===== src/rtl/fetch_stage_if.sv =====
// Instruction-memory request/response bundle between the fetch stage and imem.
// imem_ready acknowledges the request and qualifies imem_rdata in the same cycle.
interface fetch_stage_if;
    logic        imem_req;
    logic [31:0] imem_addr;
    logic        imem_ready;
    logic [31:0] imem_rdata;

    modport master (output imem_req, output imem_addr, input imem_ready, input imem_rdata);
    modport slave  (input imem_req, input imem_addr, output imem_ready, output imem_rdata);
endinterface


===== src/rtl/fetch_stage.sv =====
// RV32 IF stage: owns PCF, sequences imem requests through wait states and redirects,
// and loads the IF/ID register under hazard-unit stall/flush control.
module fetch_stage #(
    parameter logic [31:0] RESET_PC  = 32'h0000_0000,
    parameter logic [31:0] NOP_INSTR = 32'h0000_0013
) (
    input  logic          CLK,
    input  logic          rst,
    input  logic          StallF,
    input  logic          StallD,
    input  logic          FlushD,
    input  logic          PCSrcE,
    input  logic [31:0]   PCTargetE,
    fetch_stage_if.master imem,
    output logic [31:0]   InstrD,
    output logic [31:0]   PCD,
    output logic [31:0]   PCPlus4D,
    output logic          ValidD
);

    typedef enum logic [1:0] {
        ST_RUN   = 2'd0,
        ST_HOLD  = 2'd1,
        ST_DRAIN = 2'd2
    } state_t;

    function automatic logic [31:0] align_word(input logic [31:0] addr);
        return addr & 32'hFFFF_FFFC;
    endfunction

    state_t      state_r, state_nxt_s;
    logic [31:0] pcf_r, pcf_nxt_s;
    logic [31:0] tgt_r, tgt_nxt_s;
    logic [31:0] buf_r, buf_nxt_s;
    logic [31:0] instr_d_r, pc_d_r, pc_plus4_d_r;
    logic        valid_d_r;
    logic        consume_s;
    logic [31:0] fetched_s;
    logic [31:0] target_s;
    logic [31:0] pcf_plus4_s;

    assign target_s    = align_word(PCTargetE);
    assign pcf_plus4_s = pcf_r + 32'd4;

    assign imem.imem_req  = (state_r != ST_HOLD);
    assign imem.imem_addr = align_word(pcf_r);

    assign InstrD   = instr_d_r;
    assign PCD      = pc_d_r;
    assign PCPlus4D = pc_plus4_d_r;
    assign ValidD   = valid_d_r;

    // Next-state logic: redirects always win over StallF; DRAIN waits out the abandoned-address response.
    always_comb begin
        state_nxt_s = state_r;
        pcf_nxt_s   = pcf_r;
        tgt_nxt_s   = tgt_r;
        buf_nxt_s   = buf_r;
        consume_s   = 1'b0;
        fetched_s   = imem.imem_rdata;
        case (state_r)
            ST_RUN: begin
                if (PCSrcE) begin
                    if (imem.imem_ready) begin
                        pcf_nxt_s = target_s;
                    end else begin
                        tgt_nxt_s   = target_s;
                        state_nxt_s = ST_DRAIN;
                    end
                end else if (imem.imem_ready) begin
                    if (!StallF) begin
                        consume_s = 1'b1;
                        pcf_nxt_s = pcf_plus4_s;
                    end else begin
                        buf_nxt_s   = imem.imem_rdata;
                        state_nxt_s = ST_HOLD;
                    end
                end else begin
                    pcf_nxt_s = pcf_r;
                end
            end
            ST_HOLD: begin
                if (PCSrcE) begin
                    pcf_nxt_s   = target_s;
                    state_nxt_s = ST_RUN;
                end else if (!StallF) begin
                    consume_s   = 1'b1;
                    fetched_s   = buf_r;
                    pcf_nxt_s   = pcf_plus4_s;
                    state_nxt_s = ST_RUN;
                end else begin
                    state_nxt_s = ST_HOLD;
                end
            end
            ST_DRAIN: begin
                if (imem.imem_ready) begin
                    pcf_nxt_s   = PCSrcE ? target_s : tgt_r;
                    state_nxt_s = ST_RUN;
                end else if (PCSrcE) begin
                    tgt_nxt_s = target_s;
                end else begin
                    state_nxt_s = ST_DRAIN;
                end
            end
            default: begin
                state_nxt_s = ST_RUN;
                pcf_nxt_s   = RESET_PC;
            end
        endcase
    end

    // Fetch-side state: FSM, PC, pending redirect target and stall buffer.
    always_ff @(posedge CLK or negedge rst) begin
        if (!rst) begin
            state_r <= ST_RUN;
            pcf_r   <= RESET_PC;
            tgt_r   <= 32'h0000_0000;
            buf_r   <= 32'h0000_0000;
        end else begin
            state_r <= state_nxt_s;
            pcf_r   <= pcf_nxt_s;
            tgt_r   <= tgt_nxt_s;
            buf_r   <= buf_nxt_s;
        end
    end

    // IF/ID register; anything that is not a consumed instruction becomes a bubble.
    always_ff @(posedge CLK or negedge rst) begin
        if (!rst) begin
            instr_d_r    <= NOP_INSTR;
            pc_d_r       <= 32'h0000_0000;
            pc_plus4_d_r <= 32'h0000_0000;
            valid_d_r    <= 1'b0;
        end else if (FlushD) begin
            instr_d_r    <= NOP_INSTR;
            pc_d_r       <= 32'h0000_0000;
            pc_plus4_d_r <= 32'h0000_0000;
            valid_d_r    <= 1'b0;
        end else if (StallD) begin
            instr_d_r    <= instr_d_r;
            pc_d_r       <= pc_d_r;
            pc_plus4_d_r <= pc_plus4_d_r;
            valid_d_r    <= valid_d_r;
        end else if (consume_s) begin
            instr_d_r    <= fetched_s;
            pc_d_r       <= pcf_r;
            pc_plus4_d_r <= pcf_plus4_s;
            valid_d_r    <= 1'b1;
        end else begin
            instr_d_r    <= NOP_INSTR;
            pc_d_r       <= 32'h0000_0000;
            pc_plus4_d_r <= 32'h0000_0000;
            valid_d_r    <= 1'b0;
        end
    end

endmodule


===== src/flat_wrapper.sv =====
// flat-port wrapper written by rule: the top's interface ports become plain ports
module fetch_stage_flat 
#(
    parameter logic [31:0] RESET_PC  = 32'h0000_0000,
    parameter logic [31:0] NOP_INSTR = 32'h0000_0013
)
  (CLK, rst, StallF, StallD, FlushD, PCSrcE, PCTargetE, InstrD, PCD, PCPlus4D, ValidD, imem_imem_req, imem_imem_addr, imem_imem_ready, imem_imem_rdata);
  fetch_stage_if imem_i ();
  input  logic CLK;
  input  logic rst;
  input  logic StallF;
  input  logic StallD;
  input  logic FlushD;
  input  logic PCSrcE;
  input  logic [31:0] PCTargetE;
  output logic [31:0] InstrD;
  output logic [31:0] PCD;
  output logic [31:0] PCPlus4D;
  output logic ValidD;
  output wire logic [$bits(imem_i.imem_req)-1:0] imem_imem_req;
  output wire logic [$bits(imem_i.imem_addr)-1:0] imem_imem_addr;
  input wire logic [$bits(imem_i.imem_ready)-1:0] imem_imem_ready;
  input wire logic [$bits(imem_i.imem_rdata)-1:0] imem_imem_rdata;
  assign imem_imem_req = imem_i.imem_req;
  assign imem_imem_addr = imem_i.imem_addr;
  assign imem_i.imem_ready = imem_imem_ready;
  assign imem_i.imem_rdata = imem_imem_rdata;
  fetch_stage #(.RESET_PC(RESET_PC), .NOP_INSTR(NOP_INSTR)) u_core (.CLK(CLK), .rst(rst), .StallF(StallF), .StallD(StallD), .FlushD(FlushD), .PCSrcE(PCSrcE), .PCTargetE(PCTargetE), .imem(imem_i), .InstrD(InstrD), .PCD(PCD), .PCPlus4D(PCPlus4D), .ValidD(ValidD));
endmodule

===== config.mk =====
export PLATFORM = sky130hd
export DESIGN_NAME = fetch_stage_flat
export DESIGN_NICKNAME = d
export VERILOG_FILES = /design/src/rtl/fetch_stage_if.sv /design/src/rtl/fetch_stage.sv /design/src/flat_wrapper.sv
export SDC_FILE = /design/constraint.sdc
export NUM_CORES = 1
export LEC_CHECK = 0
export ABC_AREA = 1
export BUFFER_PORTS_ARGS = -buffer_cell sky130_fd_sc_hd__buf_2
export CAP_MARGIN = 20
export CORE_MARGIN = 2
export CORE_UTILIZATION = 55
export CTS_CLUSTER_DIAMETER = 50
export DETAILED_ROUTE_END_ITERATION = 16
export MAX_ROUTING_LAYER = met4
export PLACE_DENSITY = 0.82
export SLEW_MARGIN = 40
export SYNTH_ARGS = -nofsm -noshare
export SYNTH_HDL_FRONTEND = slang
export SYNTH_SLANG_ARGS = --single-unit
export TNS_END_PERCENT = 5

===== constraint.sdc =====
create_clock -name CLK -period 2.1 [get_ports CLK]
set_input_delay 0.315 -clock CLK [delete_from_list [all_inputs] [get_ports CLK]]
set_output_delay 0.315 -clock CLK [all_outputs]
set_load 0.02 [all_outputs]

==> summary.md <==
| Metric | Value |
|---|---|
| EDFF count, synth | `0` |
| Clk_skew | `0.0119 ns` |
| Fin. Hold Viols | `0` |
| Synth-to-Final Area Change | `18.7%` |
| Power Dens Cells | `853 nW/µm²` |
| R2r startpoint | `u_core.pcf_r[2]$_DFFE_PN0P_` |
| Clock Tree Root | `clkbuf_16` |
| Antenna violations before repair | `1` |
| Hold_sp | `PCTargetE[18]` |
| Sum Neg Setup Slack | `0 ns` |
| Avg Inst Size Synth | `7.87 µm²` |
| R2R setup slack | `0.16 ns` |
| Fmax | `516 MHz` |
| Worst r2r dst | `u_core.pcf_r[13]$_DFFE_PN0P_` |
| Hold Slack | `0.161 ns` |
| Worst setup path category | `register to register` |
| Vias | `9414` |
| RSZ-0062 raised after global routing | `no` |
| Rows | `48` |
| CTS clk-pin slew, worst paths | `0.07 ns` |
| Htree depth | `4` |
| Final Max Slew Viols | `0` |
| Slowest CP cell | `dfrtp_1` |
| Crit start category | `register` |
| Buf+Inv Stages, Crit Path | `2` |
| Wirelength per Cell | `17.6 µm` |
| Post-synth ARST share | `100%` |
| CORE AREA | `17400 µm²` |
| Worst EP required | `2.43 ns` |
| Layout cells sized above 1 | `20.3%` |
| Layout fillers | `1415` |
| Die Ht | `137 µm` |
| Slowest stage delay, CP | `0.45 ns` |
| Port Buf Inserts | `196` |
| Vias in the first global route | `8478` |
| Via/cell ratio | `5.71` |
| Hold EP | `u_core.tgt_r[18]$_DFFE_PN0P_` |
| Skew-Pair Late Insertion Delay | `0.44 ns` |
| Worst EP arrival | `2.27 ns` |
| Starting Density | `56.3%` |
| Peak supply drop | `0.660 mV` |
| Total grt overflow | `0` |
| Die Wd | `137 µm` |
| Worst R2R Path Depth | `12` |
| Num ports | `201` |
| CP top delay family | `simple AND/OR/NAND/NOR gates` |
| Setup violations, final | `0` |
| Hold depth | `3` |
| Post-DRT Antenna Nets | `0` |
| Max transition margin | `64.7%` |
| DRT iter0 DRCs | `1209` |
| Total setup buffers inserted after CTS | `0` |
| Tot Pwr | `0.00989 W` |
| Final wirelength | `29.0 mm` |
| Yosys cell types | `40` |
| Crit path cell chain | `buf_4 > inv_1 > nor2_1 > nand2_1 > nor2_1 > nand3_1 > o21ai_1 > nand2_1 > nand2_1 > nand2_1 > nand2_1 > nand2_1` |
| Worst Hold Class | `input pin to register` |
| Pin count of the biggest net entering global routing | `94` |
| Syn Std Cell Area | `9770 µm²` |
| Sequential area share after synthesis | `49.5%` |
| Synth Instances | `1242` |
| Max Root-Sink Buffers | `2` |
| Worst-path maximum fanout | `4` |
| Fin crit share | `92.3%` |
| Routability cong. | `0.933` |
| P_leak | `5.94 nW` |
| Outcome | `finished, final reports clean` |
| CTS Buf Count | `17` |
| # DRC | `0` |
| Fin nets | `1481` |
| Clock sinks | `193` |
| Critical Path End Type | `register` |
| First-pass GRT wire length | `45.6 mm` |
| Detailed Routing Iterations Pass 1 | `5` |
| Tmin final | `1.94 ns` |
| Die ar. | `18800 µm²` |
| Overall Global Routing Usage | `32.6%` |
| Most frequent CP cell | `nand2_1` |
| Post-detail-place hpwl | `20.5 mm` |
| Top_reg_cell synth | `dfrtp_1` |
| Tightest Pin Transition | `0.529 ns` |
| CTS tree | `built` |
| Max-cap violation count | `0` |
| Yosys reg bits | `193` |
| YS warnings | `0` |
registers in the layout (all words and copies together) (netlist names):
signal and cells:
u_core.PCPlus4D 32, u_core.tgt_r 32, u_core.InstrD 32, u_core.buf_r 32
u_core.ValidD 1, u_core.PCD 30, u_core.pcf_r 32, u_core.state_r 2
cell families (layout without fill, tap and decap cells):
family	after synthesis	after routing	synth area share [%]
AND/OR/NAND/NOR	585	585	25.1
AO/OA/AOI/OAI	281	281	14.7
flip-flops	193	193	49.5
buffers and inverters	142	321	6.69
multiplexers	29	29	2.97
XOR/XNOR	10	10	0.896
adder cells (fa/ha/maj)	1	1	0.128
other	1	3	0.0384
how the worst max path moves through the flow:
| stage | cells after the start | to | slack, ns | start |
|---|---|---|---|---|
| after floorplan | 11 | u_core.pcf_r[14]$_DFFE_PN0P_ | 0.41 | u_core.pcf_r[2]$_DFFE_PN0P_ |
| after global placement | 11 | u_core.pcf_r[17]$_DFFE_PN0P_ | 0.30 | u_core.pcf_r[2]$_DFFE_PN0P_ |
| after detailed placement | 7 | u_core.buf_r[30]$_DFFE_PN0P_ | 0.25 | PCSrcE |
| after CTS | 12 | u_core.pcf_r[13]$_DFFE_PN0P_ | 0.21 | u_core.pcf_r[2]$_DFFE_PN0P_ |
| after global routing | 12 | u_core.pcf_r[13]$_DFFE_PN0P_ | 0.03 | u_core.pcf_r[2]$_DFFE_PN0P_ |
| final | 12 | u_core.pcf_r[13]$_DFFE_PN0P_ | 0.16 | u_core.pcf_r[2]$_DFFE_PN0P_ |
cell usage after synthesis, types with 10 or more instances:
cell	number	area (µm²)
nand2_1	287	1080
clkbuf_1	32	120
nor2_1	160	601
o21ai_1	68	340
xor2_1	10	87.6
inv_1	53	199
a21oi_1	84	420
dfrtp_1	190	4750
nand3_1	114	571
mux2i_1	29	290
buf_2	29	145
o21ai_0	116	581
what timing repair did:
action / in CTS / in global routing
setup endpoints to repair: 0 / 30
hold buffers: 1 / 0
gates resized for setup: 0 / 2
hold endpoints to repair: 49 / 0
cells in the final DEF, fill, tap and decap left out, types with 2 or more instances in the layout:
cell / count
nand2_2: 5
o21ai_0: 115
bufinv_16: 2
clkbuf_16: 17
o211ai_1: 2
conb_1: 2
o22ai_1: 5
nor2_1: 160
o21ai_1: 69
nand3_1: 114
xor2_1: 10
dfstp_2: 3
a21oi_1: 84
buf_12: 10
clkinv_4: 5
inv_2: 8
nand2_1: 286
nor3_1: 5
inv_8: 3
inv_6: 3
nor2_2: 3
mux2i_1: 29
inv_1: 52
nor2_4: 4
buf_4: 21
dfrtp_1: 190
buf_2: 195
report_power, final:
| part | total [W] | internal (W) | switching [W] |
|---|---|---|---|
| registers | 0.00447 | 0.00411 | 0.000361 |
| logic | 0.00209 | 0.000667 | 0.00142 |
| clock network | 0.00333 | 0.00180 | 0.00153 |
| total | 0.00989 | 0.00658 | 0.00331 |
stage by stage:
stage | area (µm²) | utilization (%) | cells | setup WS, ns
after CTS | 11600 | 66.8 | 1647 | 0.209
after global placement | 11000 | 63.3 | 1614 | 0.302
after detailed placement | 11000 | 63.3 | 1614 | 0.245
final | 11600 | 66.8 | 1648 | 0.162
after floorplan | 9770 | - | 1243 | 0.406
after global routing | 11600 | 66.8 | 1648 | 0.0282
layout make-up:
cell class              count  area [µm²]  area share, %
diodes                      1        2.50         0.0216
clock buffers              18         429           3.70
clock inverters            14         171           1.48
inverters                  61         231           2.00
multi-input cells         908        4290           37.0
flip-flops and latches    193        4830           41.7
well taps                 225         282           2.43
repair buffers            228        1360           11.7
metal layers:
| layer | wire (µm) | up-vias | share of wire, % | track usage [%] |
|---|---|---|---|---|
| met2 | 12800 | 494 | 44 | 46.2 |
| met1 | 12800 | 4428 | 44 | 47.8 |
| met4 | 650 | 0 | 2.2 | 10.1 |
| met3 | 2790 | 51 | 9.6 | 5.78 |
| li1 | - | 4441 | - | - |
| met5 | 0 | - | 0 | - |
worst reg2reg max path, delay by kind of cell, from the launching register on:
family | cells | cell delay [ns]
compound gates | 1 | 0.21
flops | 1 | 0.45
simple gates | 9 | 0.95
buf+inv | 2 | 0.23
No activity file was read; power rests on OpenSTA's default activity.
